## src/rtl/timer_pkg.sv

```systemverilog
// Shared definitions for the timer blocks: mode encodings, default sizing
// and the raw-mode decode that folds the unused encodings onto HOLD.
package timer_pkg;

  typedef enum logic [2:0] {
    MODE_CLEAR = 3'b000,
    MODE_HOLD  = 3'b001,
    MODE_UP    = 3'b010,
    MODE_DOWN  = 3'b011,
    MODE_LOAD  = 3'b100
  } timer_mode_e;

  localparam int TIMER_MODULUS_DEFAULT = 60;
  localparam int TIMER_WIDTH_DEFAULT   = 6;

  // Encodings 101..111 are reserved and behave as HOLD.
  function automatic timer_mode_e decode_mode(input logic [2:0] raw);
    timer_mode_e m;
    case (raw)
      3'b000:  m = MODE_CLEAR;
      3'b010:  m = MODE_UP;
      3'b011:  m = MODE_DOWN;
      3'b100:  m = MODE_LOAD;
      default: m = MODE_HOLD;
    endcase
    return m;
  endfunction

endpackage

```

## src/rtl/lap_register.sv

```systemverilog
// Lap snapshot: captures the pre-update count on every edge where lap_req
// is high and raises lap_valid for the single cycle after that edge.
module lap_register #(
  parameter int WIDTH = timer_pkg::TIMER_WIDTH_DEFAULT
) (
  input  logic             clk,
  input  logic             rst,
  input  logic             lap_req,
  input  logic [WIDTH-1:0] cur_val,
  output logic [WIDTH-1:0] lap_val,
  output logic             lap_valid
);

  // Snapshot register and its one-cycle strobe; reset clears both.
  always_ff @(posedge clk) begin
    if (rst) begin
      lap_val   <= '0;
      lap_valid <= 1'b0;
    end else begin
      lap_valid <= lap_req;
      if (lap_req) lap_val <= cur_val;
    end
  end

endmodule

```

## src/rtl/time_unit_counter.sv

```systemverilog
// Modulo-N up/down time-unit counter with load, clear, lap snapshot and a
// combinational carry/borrow for cascading (seconds -> minutes -> hours).
module time_unit_counter
  import timer_pkg::*;
#(
  parameter int MODULUS = TIMER_MODULUS_DEFAULT,
  parameter int WIDTH   = TIMER_WIDTH_DEFAULT
) (
  input  logic             clk,
  input  logic             rst,
  input  logic [2:0]       mode,
  input  logic             tick_in,
  input  logic [WIDTH-1:0] load_val,
  input  logic             lap_req,
  output logic [WIDTH-1:0] count,
  output logic             tick_out,
  output logic [WIDTH-1:0] lap_val,
  output logic             lap_valid,
  output logic             load_err
);

  // Reject sizings where the count range cannot be represented.
  if (MODULUS < 2 || (longint'(1) << WIDTH) < longint'(MODULUS)) begin : g_bad_params
    $error("time_unit_counter: need MODULUS >= 2 and 2**WIDTH >= MODULUS");
  end

  // One extra bit so MODULUS == 2**WIDTH is representable and compares
  // never alias across the wrap point.
  localparam logic [WIDTH:0] MOD_EXT = (WIDTH+1)'(MODULUS);
  localparam logic [WIDTH:0] MAX_EXT = (WIDTH+1)'(MODULUS - 1);

  timer_mode_e      mode_d;
  logic [WIDTH:0]   cnt_ext;
  logic [WIDTH:0]   load_ext;
  logic             at_max;
  logic             at_zero;
  logic             load_ok;
  logic [WIDTH:0]   cnt_nxt;
  logic             err_nxt;

  assign mode_d   = decode_mode(mode);
  assign cnt_ext  = {1'b0, count};
  assign load_ext = {1'b0, load_val};
  assign at_max   = (cnt_ext == MAX_EXT);
  assign at_zero  = (cnt_ext == '0);
  assign load_ok  = (load_ext < MOD_EXT);

  // Carry/borrow to the next stage; forced low during reset.
  always_comb begin
    tick_out = 1'b0;
    if (!rst && tick_in) begin
      if (mode_d == MODE_UP   && at_max)  tick_out = 1'b1;
      if (mode_d == MODE_DOWN && at_zero) tick_out = 1'b1;
    end
  end

  // Next count and load-error state from the decoded mode.
  always_comb begin
    cnt_nxt = cnt_ext;
    err_nxt = load_err;
    case (mode_d)
      MODE_CLEAR: begin
        cnt_nxt = '0;
        err_nxt = 1'b0;
      end
      MODE_UP: begin
        if (tick_in) cnt_nxt = at_max ? '0 : cnt_ext + 1'b1;
      end
      MODE_DOWN: begin
        if (tick_in) cnt_nxt = at_zero ? MAX_EXT : cnt_ext - 1'b1;
      end
      MODE_LOAD: begin
        if (load_ok) begin
          cnt_nxt = load_ext;
          err_nxt = 1'b0;
        end else begin
          err_nxt = 1'b1;
        end
      end
      default: begin
        cnt_nxt = cnt_ext;
        err_nxt = load_err;
      end
    endcase
  end

  // Count and sticky load-error registers.
  always_ff @(posedge clk) begin
    if (rst) begin
      count    <= '0;
      load_err <= 1'b0;
    end else begin
      count    <= WIDTH'(cnt_nxt);
      load_err <= err_nxt;
    end
  end

  lap_register #(
    .WIDTH(WIDTH)
  ) u_lap (
    .clk      (clk),
    .rst      (rst),
    .lap_req  (lap_req),
    .cur_val  (count),
    .lap_val  (lap_val),
    .lap_valid(lap_valid)
  );

endmodule
```

## config.mk

```make
export PLATFORM = sky130hd
export DESIGN_NAME = time_unit_counter
export DESIGN_NICKNAME = d
export VERILOG_FILES = /design/src/rtl/timer_pkg.sv /design/src/rtl/lap_register.sv /design/src/rtl/time_unit_counter.sv
export SDC_FILE = /design/constraint.sdc
export NUM_CORES = 1
export LEC_CHECK = 0
export ABC_AREA = 1
export CORE_ASPECT_RATIO = 0.9
export CORE_MARGIN = 4
export CORE_UTILIZATION = 41
export CTS_BUF_LIST = sky130_fd_sc_hd__clkbuf_16
export DETAILED_ROUTE_END_ITERATION = 8
export GPL_TIMING_DRIVEN = 0
export PLACE_DENSITY = 0.79
export SLEW_MARGIN = 20
export SYNTH_ARGS = -nofsm -noshare
export SYNTH_HDL_FRONTEND = slang
export SYNTH_SLANG_ARGS = --single-unit
export TNS_END_PERCENT = 30
```

## constraint.sdc

```tcl
create_clock -name clk -period 1.45 [get_ports clk]
set_clock_uncertainty 0.15 [all_clocks]
set_input_delay 0.29 -clock clk [delete_from_list [all_inputs] [get_ports clk]]
set_output_delay 0.29 -clock clk [all_outputs]
set_load 0.03 [all_outputs]
```

# ---- After elaboration in Yosys (flattened, before gate mapping)
# Index checks and enable logic that the tools add are counted.
dict set report totals {
  register_bits 14
  elab_cells 39
  out_inout_bits 15
  in_bits 13
}
dict set report classes {
  n_addsub 2
  n_reduce_logical 10
  n_lt_le_gt_ge 1
  eq_ne 10
  mux 12
}
# operator n
set op_table {}
lappend op_table {{6-bit 2-to-1 mux} 5}
lappend op_table {{6-bit case mux with 4 select lines} 1}
lappend op_table {{3-bit by 2-bit == test with 1-bit output, second input constant} 4}
lappend op_table {{3-bit case mux with 4 select lines} 1}
lappend op_table {{7-bit zero test} 1}
lappend op_table {{6-bit by 1-bit adder with 6-bit output, second input constant} 1}
lappend op_table {{3-bit == test, second input constant} 2}
lappend op_table {{6-bit == test, second input constant} 1}
lappend op_table {{3-bit zero test} 2}
lappend op_table {{6-bit less-than comparator, second input constant} 1}
lappend op_table {{2-bit != test, second input constant} 3}
lappend op_table {{6-bit by 1-bit subtractor with 6-bit output, second input constant} 1}
lappend op_table {{1-bit 2-to-1 mux} 4}
lappend op_table {{4-bit AND reduction} 1}
lappend op_table {{4-bit nonzero test} 1}
lappend op_table {{1-bit logical AND} 3}
lappend op_table {{1-bit case mux with 2 select lines} 1}
lappend op_table {{2-bit nonzero test} 1}
lappend op_table {{1-bit zero test} 1}

# ---- Depth between registers and ports, before layout
dict set report depth {
  depth_word 7
  depth_mapped 9
  depth_no_buf 9
}

# ---- Modules after synthesis
# Synthesis repeated with hierarchy kept, for this count alone.
dict set report unflattened {
  hier_cells 160
  area_unflattened_um2 987.2
}
# mod cells_each seq_area_each_um2 instances area_each_um2
set by_module_without_submodules {}
lappend by_module_without_submodules {time_unit_counter 119 140.1 1 711.9}
lappend by_module_without_submodules {lap_register 41 140.1 1 275.3}

# ---- Worst setup path after synthesis
# OpenSTA, ideal clock, no wires.
dict set report synth_path {
  kind {flip-flop to output port}
  start {register count[1]}
  end {output port tick_out}
  n_path_buf 0
  required_time_ns 1.010
  arrival_time_ns 1.861
  path_stages_with_launch 6
  slack_ns -0.851
  cell_sequence {dfxtp_1 -> ha_1 -> nand3_1 -> nor2_2 -> a21oi_1 -> nor3_1}
}
dict set report synth_via {
  elab_chain_cells 5
  elab_cells_between_ends 7
  cone_classes {eq/ne: 1; mux: 3; reduce/logical: 3}
}
# element line
set synth_lines {}
lappend synth_lines {{start: declaration} time_unit_counter.sv:15} ;# output logic [WIDTH-1:0] count,
lappend synth_lines {{start signal: assignment} time_unit_counter.sv:93} ;# count <= WIDTH'(cnt_nxt);
lappend synth_lines {{6-bit == test} time_unit_counter.sv:44} ;# assign at_max = (cnt_ext == MAX_EXT);
lappend synth_lines {{1-bit logical AND} time_unit_counter.sv:52} ;# if (mode_d == MODE_UP && at_max) tick_out = 1'b1;
lappend synth_lines {{1-bit 2-to-1 mux} time_unit_counter.sv:52}
lappend synth_lines {{1-bit 2-to-1 mux *} time_unit_counter.sv:53} ;# if (mode_d == MODE_DOWN && at_zero) tick_out = 1'b1;
lappend synth_lines {{1-bit 2-to-1 mux *} time_unit_counter.sv:51} ;# if (!rst && tick_in) begin
lappend synth_lines {{end: declaration} time_unit_counter.sv:16} ;# output logic tick_out,
# Mark *: on every way between the ends. The rest lies on a longest branch, timed or not.

# ---- Worst setup path in the final report
dict set report layout_path {
  start {register count[0]}
  end {output port tick_out}
}
# Same word-level chain as after synthesis.

==> flow_metrics.env <==
export IMPL_syn2layout_area_growth_pct=70.6
export IMPL_crit_required_ps=1010
export IMPL_cts_path_max_buffers=2
export IMPL_dr_first_iter_drc_count=37
export IMPL_htreeDepth=1
export IMPL_crit_fanout=7
export IMPL_status="finished, violations left"
export IMPL_regArea_sq_um=293
export IMPL_multi_input_area_sq_um=709
export IMPL_fin_cells=217
export IMPL_synth_adder_area_share=0.0266
export IMPL_clock_latency_ps=250
export IMPL_io_pin_count=28
export IMPL_vias_per_cell=5.40
export IMPL_ys_types=27
export IMPL_final_util=0.736
export IMPL_worstMarginPinSlew_ps=305
export IMPL_start_util=0.431
export IMPL_fin_nets=206
export IMPL_die_w_um=58.5
export IMPL_clkPwrFrac=0.406
export IMPL_pre_cts_ws_ps=-1110
export IMPL_cts_tree="yes"
export IMPL_maxCapViolations=0
export IMPL_setup_worst_path_end_class="output pin"
export IMPL_powerDensity_nw_per_um2=818
export IMPL_fill_cells=162
export IMPL_slew_headroom=0.797
export IMPL_critPathLaunch="count[0]"
export IMPL_synthCells=141
export IMPL_p_comb_frac=0.270
export IMPL_min_from="u_lap.lap_val[2]"
export IMPL_rows=16
export IMPL_synth_xor_xnor_area_share=0.0186
export IMPL_rsz0062_at_grt="yes"
export IMPL_setup_slack_ps=-373
export IMPL_slew_violations=0
export IMPL_hold_class="reg2reg"
export IMPL_wl_um=3340
export IMPL_synthSimpleGateAreaFrac=0.424
export IMPL_internal_power_uw=919
export IMPL_min_path_cells=2
export IMPL_crit_arrival_ps=1380
export IMPL_drc=0
export IMPL_avgRoutedWirePerCell_um=15.4
export IMPL_final_setup_viol_count=7
export IMPL_r2r_start="count[0]"
export IMPL_numPortBuffers=27
export IMPL_synth_mux_area_fraction=0
export IMPL_syn_cell_area_sq_um=941
export IMPL_syn_nets=156
export IMPL_grt_pass1_wl_um=4960
export IMPL_first_pass_iters=4
export IMPL_cts_root_buf="clkbuf_16"
export IMPL_drtAntennaViolNets=0
export IMPL_layout_commonest_cell="nand2_1"
export IMPL_worstSetupPathType="reg2out"
export IMPL_grt_pass1_vias=1131
export IMPL_share_seq_of_total_power=0.325
export IMPL_dpl_hpwl_um=1820
export IMPL_p_leak_uw=0.000744
export IMPL_final_hold_violation_count=0
export IMPL_period_share=1.26
export IMPL_ys_ff_latch=14
export IMPL_grt_ovfl_total=0
export IMPL_fp_dieH_um=53.4
export IMPL_swShare=0.300
export IMPL_numCtsBuffers=3
export IMPL_final_cell_mix="nand2_1 (38), buf_4 (17), dlygate4sd2_1 (15)"
export IMPL_ys_seq_area_frac=0.298
export IMPL_place_gp_congestion=0.906
export IMPL_vias=1171
export IMPL_dp_cells=195
export IMPL_antenna_cells=0
export IMPL_worst_setup_path_start_kind="register"
export IMPL_ff2ff_path_depth=10
export IMPL_fin_crit_ps=1820
export IMPL_antenna_found_initial=0
export IMPL_grt_usage=0.210
export IMPL_dieArea_sq_um=3130
export IMPL_drive_gt1_frac=0.384
export IMPL_max_freq_mhz=548
export IMPL_clkSinkCount=14
export IMPL_failed_checks="setup timing"
export IMPL_power_uw=1310
export IMPL_grt_max_degree=11
export IMPL_peakVddDrop_v=0.000539
export IMPL_yosysWarnings=0
export IMPL_p_switching_uw=394
export IMPL_synth_compound_area_frac=0.133
export IMPL_syn_area_per_cell_sq_um=6.67
export IMPL_synth_top_family_by_area="simple AND/OR/NAND/NOR gates"
export IMPL_cts_reportedPaths_clkPinSlew_ps=50
export IMPL_core_area_sq_um=2180
==> critical path: stages, from the launching register on <==
cell and delay (ps):
dfxtp_4 410, ha_4 170, nand3_4 80, nor2_4 130, a21oi_2 80, nor3_4 110, buf_6 150
==> through the flow <==
| step | hold WS, ps | TNS [ps] | cell area, sq um |
|---|---|---|---|
| after floorplan | 218 | -245 | 1000 |
| after global placement | 301 | -4740 | 1310 |
| after detailed placement | 312 | -5080 | 1310 |
| after CTS | 316 | -570 | 1520 |
| after global routing | 349 | -1430 | 1610 |
| final | 325 | -936 | 1610 |
==> synthesized netlist by cell type, drive strengths merged <==
library cell	instances	share of area
or2	1	0.0093
ha	2	0.027
inv	15	0.063
nor2	21	0.11
clkinv	1	0.0040
nand3	15	0.090
a211oi	6	0.048
a21oi	8	0.055
nand4	3	0.020
nor3	1	0.0053
nand2	44	0.19
dfxtp	14	0.30
o21ai	2	0.011
xor2	2	0.019
o21bai	1	0.012
o211ai	1	0.0080
buf	4	0.033
==> logic make-up (layout without fill, tap and decap cells) <==
family | Yosys count | in the layout
AOI/OAI and AO/OA | 18 | 18
xor gates and xnor gates | 2 | 2
adders and majority gates | 2 | 2
buffers and inverters | 20 | 69
DFF | 14 | 14
and+or+nand+nor | 85 | 85
==> power by group through the flow <==
stage	registers [uW]	logic, uW	clock network [uW]
2_1_floorplan	467	144	0
3_3_place_gp	431	281	0
3_5_place_dp	432	286	0
4_1_cts	426	314	530
5_1_grt	428	377	546
6_report	426	354	532
==> routing by layer <==
metal,part of all wire,track usage
met1,0.38,0.230
met2,0.51,0.385
met3,0.073,0.0341
met4,0.040,0.112
met5,0,0
==> flip-flops by register name, indices dropped and copies added (netlist names) <==
| name | count |
|---|---|
| count | 6 |
| u_lap.lap_val | 6 |
| load_err | 1 |
| u_lap.lap_valid | 1 |
==> cell type report <==
class	count	area share
multi-input combinational	107	0.442
timing repair buffer	45	0.239
sequential	14	0.182
clock buffer	3	0.0468
inverter	16	0.0405
buffer	4	0.0265
tap	27	0.0210
clock inverter	1	0.00234
==> what timing repair did <==
| action | in CTS | in global routing |
|---|---|---|
| pin swaps | 9 | 8 |
| buffers inserted | 13 | 5 |
| gates resized for setup | 45 | 15 |
| setup endpoints to repair | 25 | 9 |
| hold endpoints to repair | 0 | 0 |
| hold buffers | 0 | 0 |
==> final timing paths <==
kind                      end  slack [ps]
max reg2reg          count[5]        -200
min reg2reg  u_lap.lap_val[2]         320
min          u_lap.lap_val[2]         320
max                  tick_out        -370
Note: power is estimated with default switching activity, not from simulation.
